File: config.mk
export PLATFORM = sky130hd
export DESIGN_NAME = dickson_pump_ctrl
export DESIGN_NICKNAME = d
export VERILOG_FILES = /design/src/rtl/dickson_pump_pkg.sv /design/src/rtl/dickson_pump_ctrl_phase_gen.sv /design/src/rtl/dickson_pump_ctrl.sv
export SDC_FILE = /design/constraint.sdc
export NUM_CORES = 1
export LEC_CHECK = 0
export BUFFER_PORTS_ARGS = -buffer_cell sky130_fd_sc_hd__buf_4
export CAP_MARGIN = 10
export CORE_MARGIN = 4
export CORE_UTILIZATION = 53
export DETAILED_ROUTE_END_ITERATION = 10
export PLACE_DENSITY = 0.8
export SYNTH_ARGS = -nofsm -noshare
export SYNTH_HDL_FRONTEND = slang
export SYNTH_HIERARCHICAL = 1
export SYNTH_SLANG_ARGS = --single-unit
File: constraint.sdc
create_clock -name clk -period 3.75 [get_ports clk]
set_input_delay 0.1875 -clock clk [delete_from_list [all_inputs] [get_ports clk]]
set_output_delay 0.1875 -clock clk [all_outputs]
set_load 0.005 [all_outputs]
File: src/rtl/dickson_pump_pkg.sv
// Shared types and sizing helpers for the Dickson charge-pump controller.
// Latency: n/a (declarations only). Backpressure: n/a.
// Contents: controller state and pump sub-phase encodings, counter widths, pulse counter width.
package dickson_pump_pkg;

  typedef enum logic [2:0] {
    ST_IDLE  = 3'd0,
    ST_SOFT  = 3'd1,
    ST_RUN   = 3'd2,
    ST_HOLD  = 3'd3,
    ST_FAULT = 3'd4
  } state_t;

  typedef enum logic [1:0] {
    PH_P1 = 2'd0,
    PH_D1 = 2'd1,
    PH_P2 = 2'd2,
    PH_D2 = 2'd3
  } subph_t;

  localparam int SS_CYCLES_DEF = 16;
  localparam int TIMEOUT_DEF   = 1024;

  // Bits needed to hold the value n itself.
  function automatic int cnt_w(input int n);
    return $clog2(n + 1);
  endfunction

  localparam int SS_CNT_W = $clog2(SS_CYCLES_DEF + 1);
  localparam int TO_CNT_W = $clog2(TIMEOUT_DEF + 1);
  localparam int PCNT_W   = 16;

endpackage

File: src/rtl/dickson_pump_ctrl_phase_gen.sv
// Non-overlapping two-phase pump clock sequencer (P1 -> D1 -> P2 -> D2).
// Latency: phi1 rises the cycle after a start edge; cycle_done is combinational in the last D2 cycle.
// Backpressure: none; run is sampled only when idle or at cycle end, abort wins and stops on the next edge.
// Ports: clk, rst (async, high); run (start/continue), slow (double half-period), abort;
//        div/dead config (captured at P1 entry); phi1, phi2 (registered), cycle_done.
module pump_phase_gen
  import dickson_pump_pkg::*;
#(
  parameter int DIV_W  = 8,
  parameter int DEAD_W = 4
) (
  input  logic              clk,
  input  logic              rst,
  input  logic              run,
  input  logic              slow,
  input  logic              abort,
  input  logic [DIV_W-1:0]  div,
  input  logic [DEAD_W-1:0] dead,
  output logic              phi1,
  output logic              phi2,
  output logic              cycle_done
);

  localparam int CW = (DIV_W + 1 > DEAD_W) ? DIV_W + 1 : DEAD_W;

  subph_t            ph;
  logic              active;
  logic [CW-1:0]     cnt;
  logic [DIV_W-1:0]  div_q;
  logic [DEAD_W-1:0] dead_q;
  logic              slow_q;

  // Half-period minus one: div in normal running, 2*div+1 (i.e. 2*(div+1)-1) in soft-start.
  function automatic logic [CW-1:0] half_m1(input logic [DIV_W-1:0] d, input logic s);
    return s ? CW'({d, 1'b1}) : CW'({1'b0, d});
  endfunction

  assign cycle_done = active && (ph == PH_D2) && (cnt == '0);

  // Each phase register is only ever set from a dead-time sub-phase (or idle), so
  // phi1 and phi2 can never be high in the same cycle.
  always_ff @(posedge clk or posedge rst) begin
    if (rst) begin
      ph     <= PH_P1;
      active <= 1'b0;
      cnt    <= '0;
      div_q  <= '0;
      dead_q <= '0;
      slow_q <= 1'b0;
      phi1   <= 1'b0;
      phi2   <= 1'b0;
    end else if (abort) begin
      ph     <= PH_P1;
      active <= 1'b0;
      cnt    <= '0;
      phi1   <= 1'b0;
      phi2   <= 1'b0;
    end else if (!active || cycle_done) begin
      if (run) begin
        // New pump cycle: configuration is frozen here until the next P1 entry.
        ph     <= PH_P1;
        active <= 1'b1;
        div_q  <= div;
        dead_q <= dead;
        slow_q <= slow;
        cnt    <= half_m1(div, slow);
        phi1   <= 1'b1;
        phi2   <= 1'b0;
      end else begin
        active <= 1'b0;
        phi1   <= 1'b0;
        phi2   <= 1'b0;
      end
    end else if (cnt != '0) begin
      cnt <= cnt - CW'(1);
    end else begin
      case (ph)
        PH_P1: begin
          ph   <= PH_D1;
          phi1 <= 1'b0;
          cnt  <= CW'(dead_q);
        end
        PH_D1: begin
          ph   <= PH_P2;
          phi2 <= 1'b1;
          cnt  <= half_m1(div_q, slow_q);
        end
        PH_P2: begin
          ph   <= PH_D2;
          phi2 <= 1'b0;
          cnt  <= CW'(dead_q);
        end
        default: ;
      endcase
    end
  end

endmodule

File: src/rtl/dickson_pump_ctrl.sv
// Dickson charge-pump controller: soft-start, comparator pulse-skip regulation, timeout fault.
// Latency: phi1 the cycle after en is first sampled high; comparator reaches the FSM after 2 sync flops.
// Backpressure: none; en=0 wins over everything and returns to IDLE on the next edge.
// Ports: clk, rst (async, high); en; div/dead (half-period-1, dead-1); comp_in (async);
//        phi1/phi2 pump phases; busy/regulated/fault status; pulse_cnt completed cycles.
// Optional feature macro: PUMP_PULSE_CNT_EN (saturating 16-bit pulse counter; else pulse_cnt=0).
module dickson_pump_ctrl
  import dickson_pump_pkg::*;
#(
  parameter int DIV_W     = 8,
  parameter int DEAD_W    = 4,
  parameter int SS_CYCLES = SS_CYCLES_DEF,
  parameter int TIMEOUT   = TIMEOUT_DEF
) (
  input  logic              clk,
  input  logic              rst,
  input  logic              en,
  input  logic [DIV_W-1:0]  div,
  input  logic [DEAD_W-1:0] dead,
  input  logic              comp_in,
  output logic              phi1,
  output logic              phi2,
  output logic              busy,
  output logic              regulated,
  output logic              fault,
  output logic [PCNT_W-1:0] pulse_cnt
);

  localparam int SS_W = cnt_w(SS_CYCLES);
  localparam int TO_W = cnt_w(TIMEOUT);

  state_t          state;
  state_t          state_nx;
  logic            comp_m;
  logic            comp_s;
  logic            comp_seen;
  logic [SS_W-1:0] ss_cnt;
  logic [TO_W-1:0] to_cnt;
  logic            cycle_done;
  logic            ss_last;
  logic            timeout_hit;
  logic            run;
  logic            slow;

  always_ff @(posedge clk or posedge rst) begin
    if (rst) begin
      comp_m <= 1'b0;
      comp_s <= 1'b0;
    end else begin
      comp_m <= comp_in;
      comp_s <= comp_m;
    end
  end

  // Both only meaningful together with cycle_done.
  assign ss_last     = (ss_cnt == SS_W'(SS_CYCLES - 1));
  assign timeout_hit = !comp_seen && !comp_s && (to_cnt == TO_W'(TIMEOUT - 1));

  always_comb begin
    state_nx = state;
    if (!en) begin
      state_nx = ST_IDLE;
    end else begin
      case (state)
        ST_IDLE: state_nx = ST_SOFT;
        ST_SOFT: begin
          // Comparator is ignored for HOLD until the soft-start has fully run.
          if (cycle_done) begin
            if (ss_last && comp_s) state_nx = ST_HOLD;
            else if (timeout_hit)  state_nx = ST_FAULT;
            else if (ss_last)      state_nx = ST_RUN;
          end
        end
        ST_RUN: begin
          if (cycle_done) begin
            if (comp_s)           state_nx = ST_HOLD;
            else if (timeout_hit) state_nx = ST_FAULT;
          end
        end
        ST_HOLD:  if (!comp_s) state_nx = ST_RUN;
        ST_FAULT: ;
        default:  state_nx = ST_IDLE;
      endcase
    end
  end

  always_ff @(posedge clk or posedge rst) begin
    if (rst) state <= ST_IDLE;
    else     state <= state_nx;
  end

  // Timeout counts completed cycles until the comparator is first seen high, then is disabled
  // until the next return to IDLE.
  always_ff @(posedge clk or posedge rst) begin
    if (rst) begin
      ss_cnt    <= '0;
      to_cnt    <= '0;
      comp_seen <= 1'b0;
    end else if (state_nx == ST_IDLE) begin
      ss_cnt    <= '0;
      to_cnt    <= '0;
      comp_seen <= 1'b0;
    end else begin
      if (state != ST_IDLE && comp_s) comp_seen <= 1'b1;
      if (comp_s || comp_seen)        to_cnt <= '0;
      else if (cycle_done)            to_cnt <= to_cnt + TO_W'(1);
      if (cycle_done && state == ST_SOFT) ss_cnt <= ss_cnt + SS_W'(1);
    end
  end

  // The sequencer only looks at run when idle or at cycle end, so this also
  // covers "start", "keep pumping" and "stop after this cycle".
  assign run  = (state_nx == ST_SOFT) || (state_nx == ST_RUN);
  assign slow = (state_nx == ST_SOFT);

  pump_phase_gen #(
    .DIV_W  (DIV_W),
    .DEAD_W (DEAD_W)
  ) u_phase_gen (
    .clk        (clk),
    .rst        (rst),
    .run        (run),
    .slow       (slow),
    .abort      (!en),
    .div        (div),
    .dead       (dead),
    .phi1       (phi1),
    .phi2       (phi2),
    .cycle_done (cycle_done)
  );

  assign busy      = (state != ST_IDLE);
  assign regulated = (state == ST_HOLD);
  assign fault     = (state == ST_FAULT);

`ifdef PUMP_PULSE_CNT_EN
  logic [PCNT_W-1:0] pcnt_q;

  // Counts every finished D2, even one that coincides with en dropping; only rst clears it.
  always_ff @(posedge clk or posedge rst) begin
    if (rst)                                  pcnt_q <= '0;
    else if (cycle_done && (pcnt_q != '1))    pcnt_q <= pcnt_q + PCNT_W'(1);
  end

  assign pulse_cnt = pcnt_q;
`else
  assign pulse_cnt = '0;
`endif

endmodule

==> results_dict.tcl <==
set metrics [dict create \
    antenna_found_initial 0 \
    num_vias 2399 \
    async_flop_share 1.000 \
    timing.rr.end "u_phase_gen/cnt[6]" \
    initial_core_util 0.5510 \
    drv_slew 0 \
    startpoint_type "register" \
    num_io_pins 37 \
    core_um2 5540 \
    place_inst 405 \
    leakage_nw 1.508 \
    status "finished, final reports clean" \
    die_w_um 83.90 \
    cts_inserted_buffers 5 \
    rsz0062_at_grt "false" \
    cp-end-kind "register" \
    wirelength_um 6549 \
    clk_latency_ns 0.30 \
    cts_tree "built" \
    clock_skew_ns 0.007395 \
    grt.overflow.total 0 \
    die_h_um 83.90 \
    numPortBuffers 20 \
    seq_area_um2 1226 \
    hold_ws_ns 0.05529 \
    crit_path_top_delay_cell "dfrtp_1" \
    grt_pass1_vias 2338 \
    gp_congestion 0.9722 \
    htreeDepth 2 \
    ys_warn_count 6 \
    r2r_start "u_phase_gen/cnt[0]" \
    path_buf_inv 2 \
    period_needed_ns 3.476 \
    rrSetupSlack_ns 0.27 \
    multiInputGateArea_um2 1733 \
    synth_cells 315 \
    synth_top_family_by_area "simple AND/OR/NAND/NOR gates" \
    synth_simple_gate_area_frac 0.2057 \
    postRouteAntennaNets 0 \
    ff2ff_path_depth 16 \
    tns_ns 0 \
    max_stage_delay_ns 0.42 \
    antenna_cells 0 \
    maxCapViolations 0 \
    areaGrowthSynthToFinish_pct 13.85 \
    die-area_um2 7038 \
    p_per_area_nw_per_um2 373.5 \
    synthFlopType "dfrtp_1" \
    grt_pass1_wl_um 11190 \
    cp.arrival_ns 3.67 \
    drive_gt1_frac 0.2035 \
    track_usage 0.1956 \
    path_max_fanout 10 \
    avgSynthCellArea_um2 9.692 \
    synth.area.mux_share 0.1057 \
    critPathKind "register to register" \
    clk_pin_slew_ns 0.09 \
    nFillCells 464 \
    drc 0 \
    cts-root-buf "clkbuf_8" \
    synthAdderAreaFrac 0.03689 \
    hold_viol 0 \
    synth_compound_area_frac 0.1266 \
    cp_top_family "simple AND/OR/NAND/NOR gates" \
    fmax_mhz 287.7 \
    synth_edf_count 0 \
    relSlewSlack 0.3168 \
    hold_path_class "input port to async pin" \
    grt_start_max_net_pins 28 \
    instances_no_fill 416 \
    synth_area_um2 3053 \
    row_count 27 \
    cp.required_ns 3.94 \
    fin_area_um2 3476 \
    placed_area_um2 3282 \
    tightestPinTransition_ns 1.024 \
    setup_viol 0 \
    first_pass_iters 4 \
    cp_cell_sequence "inv_1 > ha_2 > nor4b_4 > nand2_2 > nor3_4 > nand4_4 > or4_1 > a21o_1 > xor2_2 > nor4_4 > nor2b_1 > o211ai_1 > buf_4 > a21oi_4 > a2111oi_4 > a211o_1" \
    post_drt_wl_per_cell_um 15.74 \
    peakVddDrop_mv 0.2664 \
    synth_xor_xnor_area_share 0.04877 \
    ys_seq_area_frac 0.4016 \
    drt_iter0_drc 170 \
    cts_buffer_depth 2 \
    ys_types 61 \
    cts.sinks 49 \
    finalCritPeriodShare 0.9269 \
    fin_nets 368 \
    routed_via_density 5.767 \
    synth_seq_cells 49 \
    dp_hpwl_um 4845 \
]
## report_power, final
group	total [mW]	leakage [nW]	switching [mW]	internal (mW)
Combinational	0.272	0.814	0.141	0.131
Clock	0.391	0.0574	0.174	0.217
Sequential	0.635	0.636	0.0574	0.578
## area by class of cell
| class | instances | area share |
|---|---|---|
| tap | 72 | 0.02592 |
| multi-input combinational | 241 | 0.4986 |
| sequential | 49 | 0.3528 |
| inverter | 11 | 0.01188 |
| clock inverter | 2 | 0.01080 |
| clock buffer | 6 | 0.02376 |
| timing repair buffer | 35 | 0.07631 |
## worst register-to-register path, cell delays in order (launching register included)
cell and delay, ns:
dfrtp_1 0.42, inv_1 0.09, ha_2 0.20, nor4b_4 0.23, nand2_2 0.11, nor3_4 0.19, nand4_4 0.14, or4_1 0.42
a21o_1 0.22, xor2_2 0.21, nor4_4 0.07, nor2b_1 0.12, o211ai_1 0.12, buf_4 0.19, a21oi_4 0.29, a2111oi_4 0.06
a211o_1 0.29
## synthesized netlist by cell type (2+ instances only)
cell / count / share of area
o211ai_1: 3 / 0.0074
nand2b_1: 4 / 0.0082
or4_1: 3 / 0.0074
a211oi_1: 2 / 0.0049
or2_2: 3 / 0.0061
nor4bb_1: 2 / 0.0066
xor2_1: 10 / 0.029
mux2_2: 8 / 0.030
mux2i_1: 12 / 0.039
a22o_1: 2 / 0.0057
nand2_1: 19 / 0.023
o21ai_0: 19 / 0.031
buf_4: 17 / 0.042
nor2b_1: 2 / 0.0041
or3_1: 2 / 0.0041
xnor2_1: 7 / 0.020
a32oi_1: 3 / 0.0086
ha_1: 9 / 0.037
buf_2: 2 / 0.0033
nor3_1: 8 / 0.013
nand4_1: 5 / 0.010
nor3b_1: 3 / 0.0074
a31oi_1: 3 / 0.0061
a41oi_1: 2 / 0.0057
nand3_1: 8 / 0.013
inv_1: 11 / 0.014
mux2_1: 10 / 0.037
clkbuf_1: 9 / 0.011
nor2_1: 29 / 0.036
a21oi_1: 12 / 0.020
nand3b_1: 2 / 0.0049
dfrtp_1: 49 / 0.40
a21o_1: 3 / 0.0074
nor4_1: 5 / 0.010
## sequential cells by signal, summed over array words and instances, names as in the netlist
name                cells
state                   3
u_phase_gen/dead_q      4
to_cnt                 11
ss_cnt                  5
u_phase_gen/div_q       8
u_phase_gen/cnt         9
u_phase_gen/ph          2
u_phase_gen/active      1
u_phase_gen/slow_q      1
comp_s                  1
comp_seen               1
u_phase_gen/phi1        1
u_phase_gen/phi2        1
comp_m                  1
## through the flow
step           total power [mW]  setup WS [ns]  utilization
4_1_cts                   1.299        0.03952       0.6159
5_1_grt                   1.370       0.004623       0.6274
3_3_place_gp             0.8953         0.2092       0.5924
3_5_place_dp             0.9040        0.07856       0.5924
2_1_floorplan            0.8361        0.02260            -
6_report                  1.298         0.2742       0.6274
## placed cells by master, fill, tap and decap left out, drive strengths merged, types with 9 or more instances in the layout
cell,instances
conb,16
mux2i,12
dfrtp,49
nand2,19
o21ai,20
a21oi,13
xor2,10
nor2,29
buf,34
mux2,18
ha,9
inv,11
## cells by family after synthesis
| kind of cell | count (synthesis) |
|---|---|
| and+or+nand+nor | 109 |
| buffers and inverters | 40 |
| AOI/OAI and AO/OA | 60 |
| xor gates and xnor gates | 17 |
| DFF | 49 |
| adders and majority gates | 9 |
| other | 1 |
| muxes | 30 |
## worst max path at each step
stage | startpoint | to | slack, ns | cells after the start
2_1_floorplan | u_phase_gen/cnt[0] | u_phase_gen/cnt[4] | 0.02 | 16
3_3_place_gp | u_phase_gen/cnt[0] | u_phase_gen/cnt[6] | 0.21 | 14
3_5_place_dp | u_phase_gen/cnt[0] | u_phase_gen/cnt[7] | 0.08 | 16
4_1_cts | u_phase_gen/cnt[0] | u_phase_gen/cnt[5] | 0.04 | 16
5_1_grt | u_phase_gen/cnt[1] | u_phase_gen/cnt[7] | 0.005 | 17
6_report | u_phase_gen/cnt[0] | u_phase_gen/cnt[6] | 0.27 | 16
## repair_timing
action	4_1_cts	5_1_grt
setup endpoints to repair	0	22
setup buffers	0	2
hold endpoints to repair	1	0
hold buffers	1	0
gates resized for setup	0	7
## routing by layer
metal | track usage | up-vias | wire, µm
met3 | 0.03356 | 14 | 452
met2 | 0.3239 | 99 | 3146
met4 | 0.07018 | 0 | 118
li1 | - | 1149 | -
met5 | 0 | - | 0
met1 | 0.2570 | 1137 | 2832
Power figures use the tool's default switching activity.
